`src/rtl/priority_decoder_if.sv`:
```
// rtl/priority_decoder_if.sv - encoder-side and sink-side handshake bundle for the priority decoder
interface priority_decoder_if;
    // Encoder side: encoded index, valid flag and strobe, with back-pressure
    logic y0;
    logic y1;
    logic y2;
    logic valid;
    logic in_strobe;
    logic in_ready;

    // Sink side: one-hot decode of the head entry with its handshake
    logic o0;
    logic o1;
    logic o2;
    logic o3;
    logic o4;
    logic o5;
    logic o6;
    logic o7;
    logic out_valid;
    logic out_ready;

    // Source of codes and consumer of the decode (testbench / surrounding logic)
    modport master (
        output y0, y1, y2, valid, in_strobe, out_ready,
        input  in_ready, o0, o1, o2, o3, o4, o5, o6, o7, out_valid
    );

    // The decoder itself
    modport slave (
        input  y0, y1, y2, valid, in_strobe, out_ready,
        output in_ready, o0, o1, o2, o3, o4, o5, o6, o7, out_valid
    );
endinterface

```
`src/rtl/priority_decoder.sv`:
```
// rtl/priority_decoder.sv - buffered 3-to-8 decoder of priority-encoder codes with sticky seen mask and idle counter
module priority_decoder #(
    parameter int DEPTH = 4
) (
    input  logic                       clk,
    input  logic                       rst_n,
    priority_decoder_if.slave          bus,
    input  logic                       clr,
    output logic [7:0]                 seen,
    output logic [7:0]                 idle_cnt,
    output logic [$clog2(DEPTH):0]     level
);
    localparam int PW = $clog2(DEPTH);
    localparam int LW = PW + 1;
    localparam logic [LW-1:0] DEPTH_L = LW'(DEPTH);
    localparam logic [LW-1:0] ONE_L   = LW'(1);
    localparam logic [PW-1:0] PTR_ONE = PW'(1);

    // Entry storage and pointers; full/empty come only from level_q
    logic [2:0]    mem_q [DEPTH];
    logic [2:0]    mem_d [DEPTH];
    logic [PW-1:0] wr_ptr_q, wr_ptr_d;
    logic [PW-1:0] rd_ptr_q, rd_ptr_d;
    logic [LW-1:0] level_q, level_d;

    // Registered decode of the head entry
    logic [7:0]    o_q, o_d;
    logic          out_valid_q, out_valid_d;

    // Statistics
    logic [7:0]    seen_q, seen_d;
    logic [7:0]    idle_cnt_q, idle_cnt_d;

    // Handshake terms
    logic          in_ready;
    logic          push;
    logic          pop;
    logic          idle_strobe;
    logic [2:0]    in_idx;
    logic [LW-1:0] level_after_pop;
    logic [2:0]    head_idx;

    // in_ready depends only on registered level so it never combines with out_ready
    assign in_ready    = (level_q < DEPTH_L);
    assign in_idx      = {bus.y2, bus.y1, bus.y0};
    assign push        = bus.in_strobe & bus.valid & in_ready;
    assign pop         = out_valid_q & bus.out_ready;
    assign idle_strobe = bus.in_strobe & ~bus.valid;

    // Storage write and pointer/level bookkeeping
    always_comb begin
        mem_d    = mem_q;
        wr_ptr_d = wr_ptr_q;
        rd_ptr_d = rd_ptr_q;
        level_d  = level_q;
        if (push) begin
            mem_d[wr_ptr_q] = in_idx;
            wr_ptr_d        = wr_ptr_q + PTR_ONE;
        end
        if (pop) begin
            rd_ptr_d = rd_ptr_q + PTR_ONE;
        end
        case ({push, pop})
            2'b10:   level_d = level_q + ONE_L;
            2'b01:   level_d = level_q - ONE_L;
            default: level_d = level_q;
        endcase
    end

    // Next head: a push into an otherwise-empty buffer bypasses storage so the
    // decode appears one edge after the push, even when the old head pops now
    always_comb begin
        level_after_pop = pop ? (level_q - ONE_L) : level_q;
        if (push && (level_after_pop == '0)) begin
            head_idx = in_idx;
        end else begin
            head_idx = mem_q[rd_ptr_d];
        end
        out_valid_d = (level_d != '0);
        o_d         = '0;
        for (int k = 0; k < 8; k++) begin
            o_d[k] = out_valid_d && (head_idx == 3'(k));
        end
    end

    // Sticky seen mask and saturating idle counter; clr clears first, then
    // the current pop / idle strobe is applied on top
    always_comb begin
        seen_d     = clr ? 8'h00 : seen_q;
        idle_cnt_d = clr ? 8'h00 : idle_cnt_q;
        if (pop) begin
            seen_d = seen_d | o_q;
        end
        if (idle_strobe && (idle_cnt_d != 8'hFF)) begin
            idle_cnt_d = idle_cnt_d + 8'd1;
        end
    end

    // State registers; reset discards all buffered entries
    always_ff @(posedge clk or negedge rst_n) begin
        if (!rst_n) begin
            for (int i = 0; i < DEPTH; i++) begin
                mem_q[i] <= 3'd0;
            end
            wr_ptr_q    <= '0;
            rd_ptr_q    <= '0;
            level_q     <= '0;
            o_q         <= 8'h00;
            out_valid_q <= 1'b0;
            seen_q      <= 8'h00;
            idle_cnt_q  <= 8'h00;
        end else begin
            mem_q       <= mem_d;
            wr_ptr_q    <= wr_ptr_d;
            rd_ptr_q    <= rd_ptr_d;
            level_q     <= level_d;
            o_q         <= o_d;
            out_valid_q <= out_valid_d;
            seen_q      <= seen_d;
            idle_cnt_q  <= idle_cnt_d;
        end
    end

    assign bus.in_ready  = in_ready;
    assign bus.out_valid = out_valid_q;
    assign bus.o0        = o_q[0];
    assign bus.o1        = o_q[1];
    assign bus.o2        = o_q[2];
    assign bus.o3        = o_q[3];
    assign bus.o4        = o_q[4];
    assign bus.o5        = o_q[5];
    assign bus.o6        = o_q[6];
    assign bus.o7        = o_q[7];

    assign seen     = seen_q;
    assign idle_cnt = idle_cnt_q;
    assign level    = level_q;
endmodule

```
`src/flat_wrapper.sv`:
```
// flat-port wrapper written by rule: the top's interface ports become plain ports
module priority_decoder_flat 
#(
    parameter int DEPTH = 4
)
  (clk, rst_n, clr, seen, idle_cnt, level, bus_y0, bus_y1, bus_y2, bus_valid, bus_in_strobe, bus_out_ready, bus_in_ready, bus_o0, bus_o1, bus_o2, bus_o3, bus_o4, bus_o5, bus_o6, bus_o7, bus_out_valid);
  priority_decoder_if bus_i ();
  input  logic clk;
  input  logic rst_n;
  input  logic clr;
  output logic [7:0] seen;
  output logic [7:0] idle_cnt;
  output logic [$clog2(DEPTH):0] level;
  input wire logic [$bits(bus_i.y0)-1:0] bus_y0;
  input wire logic [$bits(bus_i.y1)-1:0] bus_y1;
  input wire logic [$bits(bus_i.y2)-1:0] bus_y2;
  input wire logic [$bits(bus_i.valid)-1:0] bus_valid;
  input wire logic [$bits(bus_i.in_strobe)-1:0] bus_in_strobe;
  input wire logic [$bits(bus_i.out_ready)-1:0] bus_out_ready;
  output wire logic [$bits(bus_i.in_ready)-1:0] bus_in_ready;
  output wire logic [$bits(bus_i.o0)-1:0] bus_o0;
  output wire logic [$bits(bus_i.o1)-1:0] bus_o1;
  output wire logic [$bits(bus_i.o2)-1:0] bus_o2;
  output wire logic [$bits(bus_i.o3)-1:0] bus_o3;
  output wire logic [$bits(bus_i.o4)-1:0] bus_o4;
  output wire logic [$bits(bus_i.o5)-1:0] bus_o5;
  output wire logic [$bits(bus_i.o6)-1:0] bus_o6;
  output wire logic [$bits(bus_i.o7)-1:0] bus_o7;
  output wire logic [$bits(bus_i.out_valid)-1:0] bus_out_valid;
  assign bus_i.y0 = bus_y0;
  assign bus_i.y1 = bus_y1;
  assign bus_i.y2 = bus_y2;
  assign bus_i.valid = bus_valid;
  assign bus_i.in_strobe = bus_in_strobe;
  assign bus_i.out_ready = bus_out_ready;
  assign bus_in_ready = bus_i.in_ready;
  assign bus_o0 = bus_i.o0;
  assign bus_o1 = bus_i.o1;
  assign bus_o2 = bus_i.o2;
  assign bus_o3 = bus_i.o3;
  assign bus_o4 = bus_i.o4;
  assign bus_o5 = bus_i.o5;
  assign bus_o6 = bus_i.o6;
  assign bus_o7 = bus_i.o7;
  assign bus_out_valid = bus_i.out_valid;
  priority_decoder #(.DEPTH(DEPTH)) u_core (.clk(clk), .rst_n(rst_n), .bus(bus_i), .clr(clr), .seen(seen), .idle_cnt(idle_cnt), .level(level));
endmodule
```
`config.mk`:
```
export PLATFORM = sky130hd
export DESIGN_NAME = priority_decoder_flat
export DESIGN_NICKNAME = d
export VERILOG_FILES = /design/src/rtl/priority_decoder_if.sv /design/src/rtl/priority_decoder.sv /design/src/flat_wrapper.sv
export SDC_FILE = /design/constraint.sdc
export NUM_CORES = 1
export LEC_CHECK = 0
export CAP_MARGIN = 15
export CORE_MARGIN = 3
export CORE_UTILIZATION = 50
export DETAILED_ROUTE_END_ITERATION = 6
export GPL_ROUTABILITY_DRIVEN = 1
export GPL_TIMING_DRIVEN = 0
export PLACE_DENSITY_LB_ADDON = 0.15
export REMOVE_ABC_BUFFERS = 1
export SETUP_SLACK_MARGIN = 0.15
export SYNTH_ARGS = -nofsm -noshare
export SYNTH_HDL_FRONTEND = slang
export SYNTH_SLANG_ARGS = --single-unit
```
`constraint.sdc`:
```
create_clock -name clk -period 6.35 [get_ports clk]
set_input_delay 0.9525 -clock clk [delete_from_list [all_inputs] [get_ports clk]]
set_output_delay 0.9525 -clock clk [all_outputs]
set_load 0.03 [all_outputs]
```
==> results.cfg <==
[synthesis]
synth_edf_count = 0
synthMuxAreaShare = 0.131
yosys_register_bits = 44
synth_cell_type_count = 42
synthTopCellsByArea = dfrtp_1 (50%), mux2_2 (6.7%), ha_1 (5.1%), mux2i_1 (5.0%), nand2_1 (3.8%)
synth-xor-area-share = 0.0320
synth_compound_area_frac = 0.106
synth_top_family_by_area = simple AND/OR/NAND/NOR gates
synthCells = 197
async_flop_share = 1.00
synth.top_cell.area_share = 0.503
ys_seq_area_frac = 0.503
yosysTopAreaCell = dfrtp_1
ys.flop_type = dfrtp_1
synth_fa_ha_area_frac = 0.0514
synth.most_common_cell = dfrtp_1
syn_avg_cell_area_um2 = 11.1
synthTopCellsByCount = dfrtp_1 (44), nand2_1 (22), inv_1 (14), o21ai_0 (14), mux2_2 (13)
synth-simple-area-share = 0.145
syn_area_um2 = 2190
yosysWarnings = 0

[cts]
postCtsSetupBuffers = 0
cts_buffers = 5
cts_max_path_buffers = 2
post_cts_resize_count = 0
root_buffer = clkbuf_8
clk_latency_ns = 0.30
htreeDepth = 2
cts_hold_buf = 0
clock-sinks = 44
path_clk_slew_ns = 0.09
cts_tree = built

[worst_hold_path]
min_from = u_core.o_q[6]$_DFF_PN0_
whs_endpoint = u_core.seen[6]$_DFF_PN0_
hold_path_class = register to register
hold_depth = 2

[placement]
hpwl_um = 3000
placed_area_um2 = 2620
gp_congestion = 0.717
portBuffers = 37

[setup_path]
r2r.worst_path.cells = 7
cpPeakStageDelay_ns = 0.57
cp_slowest_cell = clkdlybuf4s50_1
required_ns = 6.54
worst_path_dominant_cell_family = simple AND/OR/NAND/NOR gates
reg2reg_to = u_core.o_q[0]$_DFF_PN0_
path_buf_inv = 1
path_cells = clkdlybuf4s50_1 > and2_1 > ha_1 > or2_2 > mux2i_1 > a221o_1 > o211ai_1 > nor3_1
path_class = input pin to register
ff2ff_setup_slack_ns = 3.81
cp-start-kind = input pin
cp-end-kind = register
crit_fanout = 11
arrival_ns = 3.52
rr_startpoint = u_core.bus.out_valid$_DFF_PN0_

[timing]
min_period_ns = 3.32
setup_viol = 0
tightest_slew_ns = 0.590
setup_tns_ns = 0
rsz0062_at_grt = no
fmax_ghz = 0.301
maxSlewViolCount = 0
skew_ns = 0.0112
post-route-period-util = 0.524
slew_headroom = 0.601
finalHoldViolations = 0

[grt]
grt_pass1_wl_um = 6680
grt.overflow.total = 0
grt_max_degree = 28
first_global_vias = 1476
antenna_found_initial = 0
grt.total_usage = 0.164

[route]
dr.pass1.iters = 2
wl_um = 3980
wire_per_inst_um = 13.7
drt-vias-per-instance = 5.27
antenna_left = 0
drc_errors = 0
vias = 1529
drt_iter0_drc = 59

[floorplan]
core_um2 = 4120
ios = 38
initial_utilization = 0.532
die-area_um2 = 5210
die_width_um = 72.2
dieHeight_um = 72.2
rows = 23

[final_layout]
nFillCells = 352
postLayoutCellArea_um2 = 2740
final_nets = 257
drive_gt1_frac = 0.150
areaGrowthSynthToFinish_pct = 25.0
num_antenna_cells = 0

[power_and_ir_drop]
power.static_leakage_nw = 1.15
power_density_nw_per_um2 = 443
ir_drop_mv = 0.224

[flow_run]
drv_cap = 0

[status]
status = completed
## worst register-to-register path, stage by stage (launching register included)
cell      delay [ns]
dfrtp_1         0.46
and2_1          0.46
ha_1            0.37
or2_2           0.32
mux2i_1         0.14
a221o_1         0.23
o211ai_1        0.20
nor3_1          0.27
## power breakdown
| group | total [W] | internal, W | switching (W) |
|---|---|---|---|
| Sequential | 0.000446 | 0.000370 | 0.0000765 |
| Combinational | 0.000551 | 0.000259 | 0.000292 |
| Clock | 0.000217 | 0.000119 | 0.0000988 |
## cell type report
cell class / count / area, um2 / area share
clock buffer: 5 / 68.8 / 0.0251
clock inverter: 3 / 46.3 / 0.0169
inverter: 15 / 56.3 / 0.0206
multi-input combinational: 135 / 1020 / 0.372
sequential: 44 / 1100 / 0.402
tap: 50 / 62.6 / 0.0228
timing repair buffer: 38 / 385 / 0.141
## flip-flops by register name, summed over array words and instances, names as in the netlist
register / count
u_core.rd_ptr_q: 2
u_core.o_q: 8
u_core.wr_ptr_q: 2
u_core.bus.out_valid: 1
u_core.level: 3
u_core.seen: 8
u_core.mem_q: 12
u_core.idle_cnt: 8
## logic make-up (layout without fill, tap and decap cells)
group / Yosys count / after routing
AO/OA/AOI/OAI: 31 / 31
XOR/XNOR: 8 / 8
adder cells (fa/ha/maj): 9 / 9
buffers and inverters: 18 / 61
flip-flops: 44 / 44
multiplexers: 26 / 26
AND/OR/NAND/NOR: 61 / 61
## stage by stage
step                      setup WS, ns  hold WS [ns]   util  power (W)  cells
after floorplan                   3.74         0.479      -   0.000837    194
after global placement            2.80         0.467  0.634   0.000991    281
after detailed placement          2.72         0.471  0.638    0.00101    282
after CTS                         3.01         0.488  0.666    0.00122    290
after global routing              2.88         0.534  0.666    0.00129    290
final                             3.03         0.490  0.666    0.00121    290
## worst max-delay path by stage
stage,end,cells past startpoint,from,slack (ns)
2_1_floorplan,u_core.o_q[0]$_DFF_PN0_,7,bus_out_ready,3.74
3_5_place_dp,u_core.o_q[0]$_DFF_PN0_,8,bus_out_ready,2.72
6_report,u_core.o_q[0]$_DFF_PN0_,8,bus_out_ready,3.03
5_1_grt,u_core.o_q[0]$_DFF_PN0_,8,bus_out_ready,2.88
3_3_place_gp,u_core.o_q[0]$_DFF_PN0_,8,bus_out_ready,2.80
4_1_cts,u_core.o_q[0]$_DFF_PN0_,8,bus_out_ready,3.01
## cell usage in the layout, fill, tap and decap left out, types with 2 or more instances in the layout
cell type        instances
o21ai_0                 14
nor2_1                   4
a221oi_2                 2
a21oi_1                  2
dfrtp_1                 44
a211oi_1                 2
or2_2                    4
nor3_1                  10
inv_1                   14
nand3_1                  3
clkbuf_8                 5
nor2b_1                  7
clkdlybuf4s50_1         36
nand2_1                 22
o211ai_1                 2
mux2_4                   2
xnor2_1                  7
ha_1                     9
mux2i_1                 11
mux2_2                  13
## layer usage
layer  GRT usage  wire, um
met2       0.281      1950
met1       0.208      1830
met3      0.0457       180
met4      0.0313        22
met5           0         0
Note: power is estimated with default switching activity, not from simulation.
